$ cat src/rtl/sipo_pkg.sv
// sipo_pkg: shared definitions for the serial-in / parallel-out collector.
//   SIPO_DEFAULT_WIDTH : default data bits per assembled word
//   sipo_state_e       : collect FSM states (IDLE = no bits held, COLLECT = partial frame)
package sipo_pkg;

    localparam int SIPO_DEFAULT_WIDTH = 4;

    typedef enum logic {
        IDLE    = 1'b0,
        COLLECT = 1'b1
    } sipo_state_e;

endpackage

$ cat src/rtl/sipo_out_buf.sv
// sipo_out_buf: single-entry output register with valid/ready handshake.
// A new word is taken when the register is empty or being drained on the
// same edge; otherwise the incoming word is dropped and 'drop' pulses.
//   clk, rst       : clock, synchronous active-low reset
//   load, word_in  : completed word offered by the collector
//   ready          : downstream accepts word_out when high with valid
//   word_out       : held word (stable while valid && !ready)
//   valid          : word_out holds an unconsumed word
//   drop           : combinational pulse, a loaded word was discarded
module sipo_out_buf #(
    parameter int DW = 4
) (
    input  logic          clk,
    input  logic          rst,
    input  logic          load,
    input  logic [DW-1:0] word_in,
    input  logic          ready,
    output logic [DW-1:0] word_out,
    output logic          valid,
    output logic          drop
);

    logic [DW-1:0] word_q, word_d;
    logic          valid_q, valid_d;

    always_comb begin
        word_d  = word_q;
        valid_d = valid_q;
        drop    = 1'b0;
        if (load) begin
            // An accept on the same edge frees the slot for the new word.
            if (!valid_q || ready) begin
                word_d  = word_in;
                valid_d = 1'b1;
            end else begin
                drop = 1'b1;
            end
        end else if (valid_q && ready) begin
            valid_d = 1'b0;
        end
    end

    always_ff @(posedge clk) begin
        if (!rst) begin
            word_q  <= '0;
            valid_q <= 1'b0;
        end else begin
            word_q  <= word_d;
            valid_q <= valid_d;
        end
    end

    assign word_out = word_q;
    assign valid    = valid_q;

endmodule

$ cat src/rtl/sipo_collector.sv
// sipo_collector: assembles a serial bit stream into WIDTH-bit words.
// Optional feature macro: SIPO_PARITY_EN -- each frame carries one trailing
// even-parity bit and the parity_err output is present.
//   clk, rst   : clock, synchronous active-low reset
//   shift_in   : serial data bit, sampled on edges where shift_en=1
//   shift_en   : bit strobe
//   par_out    : assembled word (MSB_FIRST=1: first bit in par_out[WIDTH-1])
//   par_valid  : par_out holds an unconsumed word
//   par_ready  : downstream accept
//   overrun    : sticky, a completed word was dropped (cleared by reset only)
//   parity_err : (SIPO_PARITY_EN only) parity check result for par_out
module sipo_collector
    import sipo_pkg::*;
#(
    parameter int WIDTH     = SIPO_DEFAULT_WIDTH,
    parameter bit MSB_FIRST = 1'b1
) (
    input  logic             clk,
    input  logic             rst,
    input  logic             shift_in,
    input  logic             shift_en,
    output logic [WIDTH-1:0] par_out,
    output logic             par_valid,
    input  logic             par_ready,
`ifdef SIPO_PARITY_EN
    output logic             parity_err,
`endif
    output logic             overrun
);

`ifdef SIPO_PARITY_EN
    localparam int PAR_BITS = 1;
`else
    localparam int PAR_BITS = 0;
`endif
    localparam int FRAME = WIDTH + PAR_BITS;
    localparam int CW    = $clog2(FRAME + 1);
    localparam logic [CW-1:0] LAST_IDX = CW'(FRAME - 1);
    localparam logic [CW-1:0] DATA_END = CW'(WIDTH);
    localparam int DW    = WIDTH + PAR_BITS;

    sipo_state_e      state_q, state_d;
    logic [CW-1:0]    cnt_q, cnt_d;
    logic [WIDTH-1:0] sr_q, sr_d;
    logic [WIDTH-1:0] shifted;
    logic             overrun_q, overrun_d;
    logic             complete;
    logic [DW-1:0]    done_word;
    logic [DW-1:0]    buf_word;
    logic             buf_drop;

    // Bit placement: MSB-first shifts left so the first bit ends at the top.
    always_comb begin
        if (MSB_FIRST) shifted = {sr_q[WIDTH-2:0], shift_in};
        else           shifted = {shift_in, sr_q[WIDTH-1:1]};
    end

    always_comb begin
        state_d  = state_q;
        cnt_d    = cnt_q;
        sr_d     = sr_q;
        complete = 1'b0;
        if (shift_en) begin
            // The parity bit is checked, not stored, so data stops shifting after WIDTH bits.
            if (cnt_q < DATA_END) sr_d = shifted;
            case (state_q)
                IDLE: begin
                    cnt_d   = CW'(1);
                    state_d = COLLECT;
                end
                COLLECT: begin
                    if (cnt_q == LAST_IDX) begin
                        cnt_d    = '0;
                        state_d  = IDLE;
                        complete = 1'b1;
                    end else begin
                        cnt_d = cnt_q + CW'(1);
                    end
                end
                default: begin
                    cnt_d   = '0;
                    state_d = IDLE;
                end
            endcase
        end
    end

`ifdef SIPO_PARITY_EN
    // Completing edge samples the parity bit; data already sits in sr_q.
    assign done_word = {(^sr_q) ^ shift_in, sr_q};
`else
    assign done_word = shifted;
`endif

    always_ff @(posedge clk) begin
        if (!rst) begin
            state_q   <= IDLE;
            cnt_q     <= '0;
            sr_q      <= '0;
            overrun_q <= 1'b0;
        end else begin
            state_q   <= state_d;
            cnt_q     <= cnt_d;
            sr_q      <= sr_d;
            overrun_q <= overrun_d;
        end
    end

    assign overrun_d = overrun_q | buf_drop;

    sipo_out_buf #(.DW(DW)) u_out_buf (
        .clk      (clk),
        .rst      (rst),
        .load     (complete),
        .word_in  (done_word),
        .ready    (par_ready),
        .word_out (buf_word),
        .valid    (par_valid),
        .drop     (buf_drop)
    );

    assign par_out = buf_word[WIDTH-1:0];
`ifdef SIPO_PARITY_EN
    assign parity_err = buf_word[WIDTH];
`endif
    assign overrun = overrun_q;

endmodule

$ cat config.mk
export PLATFORM = sky130hd
export DESIGN_NAME = sipo_collector
export DESIGN_NICKNAME = d
export VERILOG_FILES = /design/src/rtl/sipo_pkg.sv /design/src/rtl/sipo_out_buf.sv /design/src/rtl/sipo_collector.sv
export SDC_FILE = /design/constraint.sdc
export NUM_CORES = 1
export LEC_CHECK = 0
export CORE_AREA = 5 5 42 44
export DETAILED_ROUTE_END_ITERATION = 12
export DIE_AREA = 0 0 47 49
export PLACE_DENSITY = 0.63
export SYNTH_ARGS = -nofsm -noshare
export SYNTH_HDL_FRONTEND = slang
export SYNTH_SLANG_ARGS = --single-unit
$ cat constraint.sdc
create_clock -name clk -period 2.28 [get_ports clk]
set_input_delay 0.456 -clock clk [delete_from_list [all_inputs] [get_ports clk]]
set_output_delay 0.456 -clock clk [all_outputs]
set_load 0.01 [all_outputs]
==> run_results.csv <==
group,metric,value,unit
layout,finish.cell_count_without_fillers,81,
clock_network,ctsRootBufferMaster,"clkbuf_4",
setup_path,cp_slowest_cell,"clkdlybuf4s50_1",
setup_path,worst_path_largest_cell_delay,0.53,ns
clock_network,clock_latency,0.27,ns
setup_path,timing.critical_path.required,1.82,ns
grt,antenna_found_initial,0,
timing,worst_slew_margin_rel,69.9,%
setup_path,worstPathMaxFanout,2,
grt,gr-max-usage-layer,"met2",
clock_network,tritoncts,"built",
grt,grtUsageMet3,5.54,%
clock_network,ctsResizeCount,0,
setup_path,cp_num_buf_inv,1,
layout,post_route_cells_drive_above_1_share,7.69,%
setup_path,crit_path_end_kind,"output port",
synth,synth_sequential_area_ratio,49.8,%
timing,maxSlewViolCount,0,
die,dieHeight,49,microns
job,drv_cap,0,
layout,final_instance_area,653,sq um
clock_network,tritoncts.num_buffers,3,
synth,synth.cell_area,523,sq um
setup_path,worstPathCellList,"clkdlybuf4s50_1",
detailed_routing,final_antenna_net_count,0,
timing,final.setup.tns,0,ns
synth,post_synth.cell_area_avg,9.87,sq um
grt,grt_util_met1,9.76,%
timing,unrepaired_setup_endpoints_after_global_routing,"no",
timing,setup_viol_count_final,0,
die,top_level_ports,11,
grt,grt_start_max_net_pins,17,
layout,fillers,144,
detailed_routing,firstDrtPassIters,3,
pwr,power.ir.vdd_worst,336,uV
placed_design,place_congestion,0.699,
synth,ys_types,17,
die,die-area,0.00230,sq mm
die,num_rows,14,
clock_network,count_of_h_tree_levels_built_during_cts,1,
synth,yosys_warnings,0,
clock_network,cts_num_sinks,13,
status,run_status,"complete, no violations",
timing,layout_worst_path_cycle_share,69.9,%
timing,achievable-frequency,627,MHz
pwr,pwr_density_cell,613,mW/mm^2
grt,grt_overflow_total,0,
grt,vias_in_the_first_global_route,323,
synth,post_synth_inst_count,53,
layout,design.final.nets,72,
setup_path,path_delay_family,"buffers and inverters",
detailed_routing,post_drt_wl_per_cell,10.0,microns
pwr,leakagePower,0.256,nW
detailed_routing,vias_per_cell,4.65,
detailed_routing,vias,377,
clock_network,cts.repair_timing.setup_buffer_count,0,
setup_path,worstPathArrival,1.14,ns
layout,flow.area_growth_from_synthesis,24.9,%
synth,synthesis.nets,59,
clock_network,cts_hold_buffers,0,
detailed_routing,drt-total-wl,811,microns
placed_design,place.detailed.instances,77,
placed_design,placed_area,627,sq um
clock_network,clkTransAtPathRegs,0.08,ns
die,core_region_area,0.00140,sq mm
synth,synth_seq_cells,13,
die,floorplan.initialDensity,37.3,%
hold_path,hold_path_class,"register to register",
die,die_x,47,microns
grt,groute.layer.met2.usage,11.1,%
detailed_routing,drc,0,
grt,gr-usage-all-layers,8.05,%
timing,fin_skew,0.00119,ns
setup_path,crit_path_start_kind,"register",
setup_path,criticalPathCategory,"register to output port",
timing,finalCriticalPeriod,1.59,ns
clock_network,clock_tree.buffer_depth,2,
timing,tightest_slew,0.450,ns
timing,report.final.hold_viol_count,0,
grt,grt_first_pass_wirelength,1320,microns
detailed_routing,drt-initial-drc-count,4,
layout,antennaDiodeCount,0,
placed_design,port_buffers,10,
placed_design,detailed_placement_wirelength_estimate,597,microns
[synthesized netlist by cell type (all sizes together)]
cell | count | area share, %
dfxtp | 13 | 50
nand3 | 2 | 1.9
nand2b | 3 | 3.6
a21boi | 2 | 2.9
nand2 | 10 | 7.2
mux2i | 7 | 13
nor2 | 4 | 2.9
ha | 1 | 2.4
and2b | 1 | 1.4
o21ai | 1 | 0.96
nand4b | 1 | 2.9
nor2b | 4 | 5.3
o21a | 1 | 1.4
a21oi | 1 | 0.96
buf | 2 | 3.1
[report_power, final]
group / internal, mW / leakage, nW / total, mW / switching (mW)
clock: 0.0677 / 0.0150 / 0.138 / 0.0706
combinational: 0.0139 / 0.135 / 0.0255 / 0.0115
sequential: 0.232 / 0.106 / 0.237 / 0.00451
[kinds of logic after synthesis]
logic type      share of synthesized area (%)
simple gates                             25.1
flops                                    49.8
mux                                      13.4
compound gates                           6.22
buf+inv                                  3.11
fa+ha+maj                                2.39
[cell type report]
class	count	area (sq um)	share of cell area, %
clock buffers	4	26.3	4.02
multi-input cells	38	246	37.7
flip-flops and latches	13	260	39.8
well taps	16	20.0	3.07
repair buffers	10	100	15.3
[final timing paths]
check	startpoint	end	slack [ns]	cells after the start
min reg2reg	cnt_q[2]$_SDFFE_PN0P_	cnt_q[2]$_SDFFE_PN0P_	0.44	2
min	cnt_q[2]$_SDFFE_PN0P_	cnt_q[2]$_SDFFE_PN0P_	0.44	2
max reg2reg	cnt_q[0]$_SDFFE_PN0P_	u_out_buf.word_out[2]$_SDFFE_PN0P_	1.04	4
max	u_out_buf.word_out[1]$_SDFFE_PN0P_	par_out[1]	0.69	1
[cell usage in the layout, fill, tap and decap left out, types with 2 or more instances in the layout]
cell type,count
a21boi_0,2
clkbuf_4,3
clkdlybuf4s50_1,10
dfxtp_1,13
mux2i_1,7
nand2_1,10
nand2b_1,3
nand3_1,2
nor2_1,4
nor2b_1,3
[per-layer routing]
layer | vias up | wire, microns
met4 | 0 | 0
li1 | 204 | -
met5 | - | 0
met1 | 163 | 370
met3 | 0 | 58
met2 | 10 | 382
[through the flow]
stage / total power [mW] / hold slack [ns] / util (%) / setup WS, ns
finish: 0.400 / 0.439 / 46.6 / 0.686
global route: 0.427 / 0.471 / 46.6 / 0.611
CTS: 0.411 / 0.443 / 46.6 / 0.665
detailed placement: 0.268 / 0.432 / 44.7 / 0.451
global placement: 0.267 / 0.429 / 44.7 / 0.470
floorplan: 0.255 / 0.416 / - / 1.17
[flip-flops by register name (all words and copies together) (netlist names)]
signal              count
cnt_q                   3
overrun                 1
sr_q                    3
state_q                 1
u_out_buf.valid         1
u_out_buf.word_out      4
[worst register-to-register path, stage by stage (launching register included)]
cell	delay (ns)
dfxtp_1	0.36
ha_1	0.18
nand4b_2	0.16
nor2b_2	0.27
mux2i_1	0.21
Note: power is estimated with default switching activity, not from simulation.
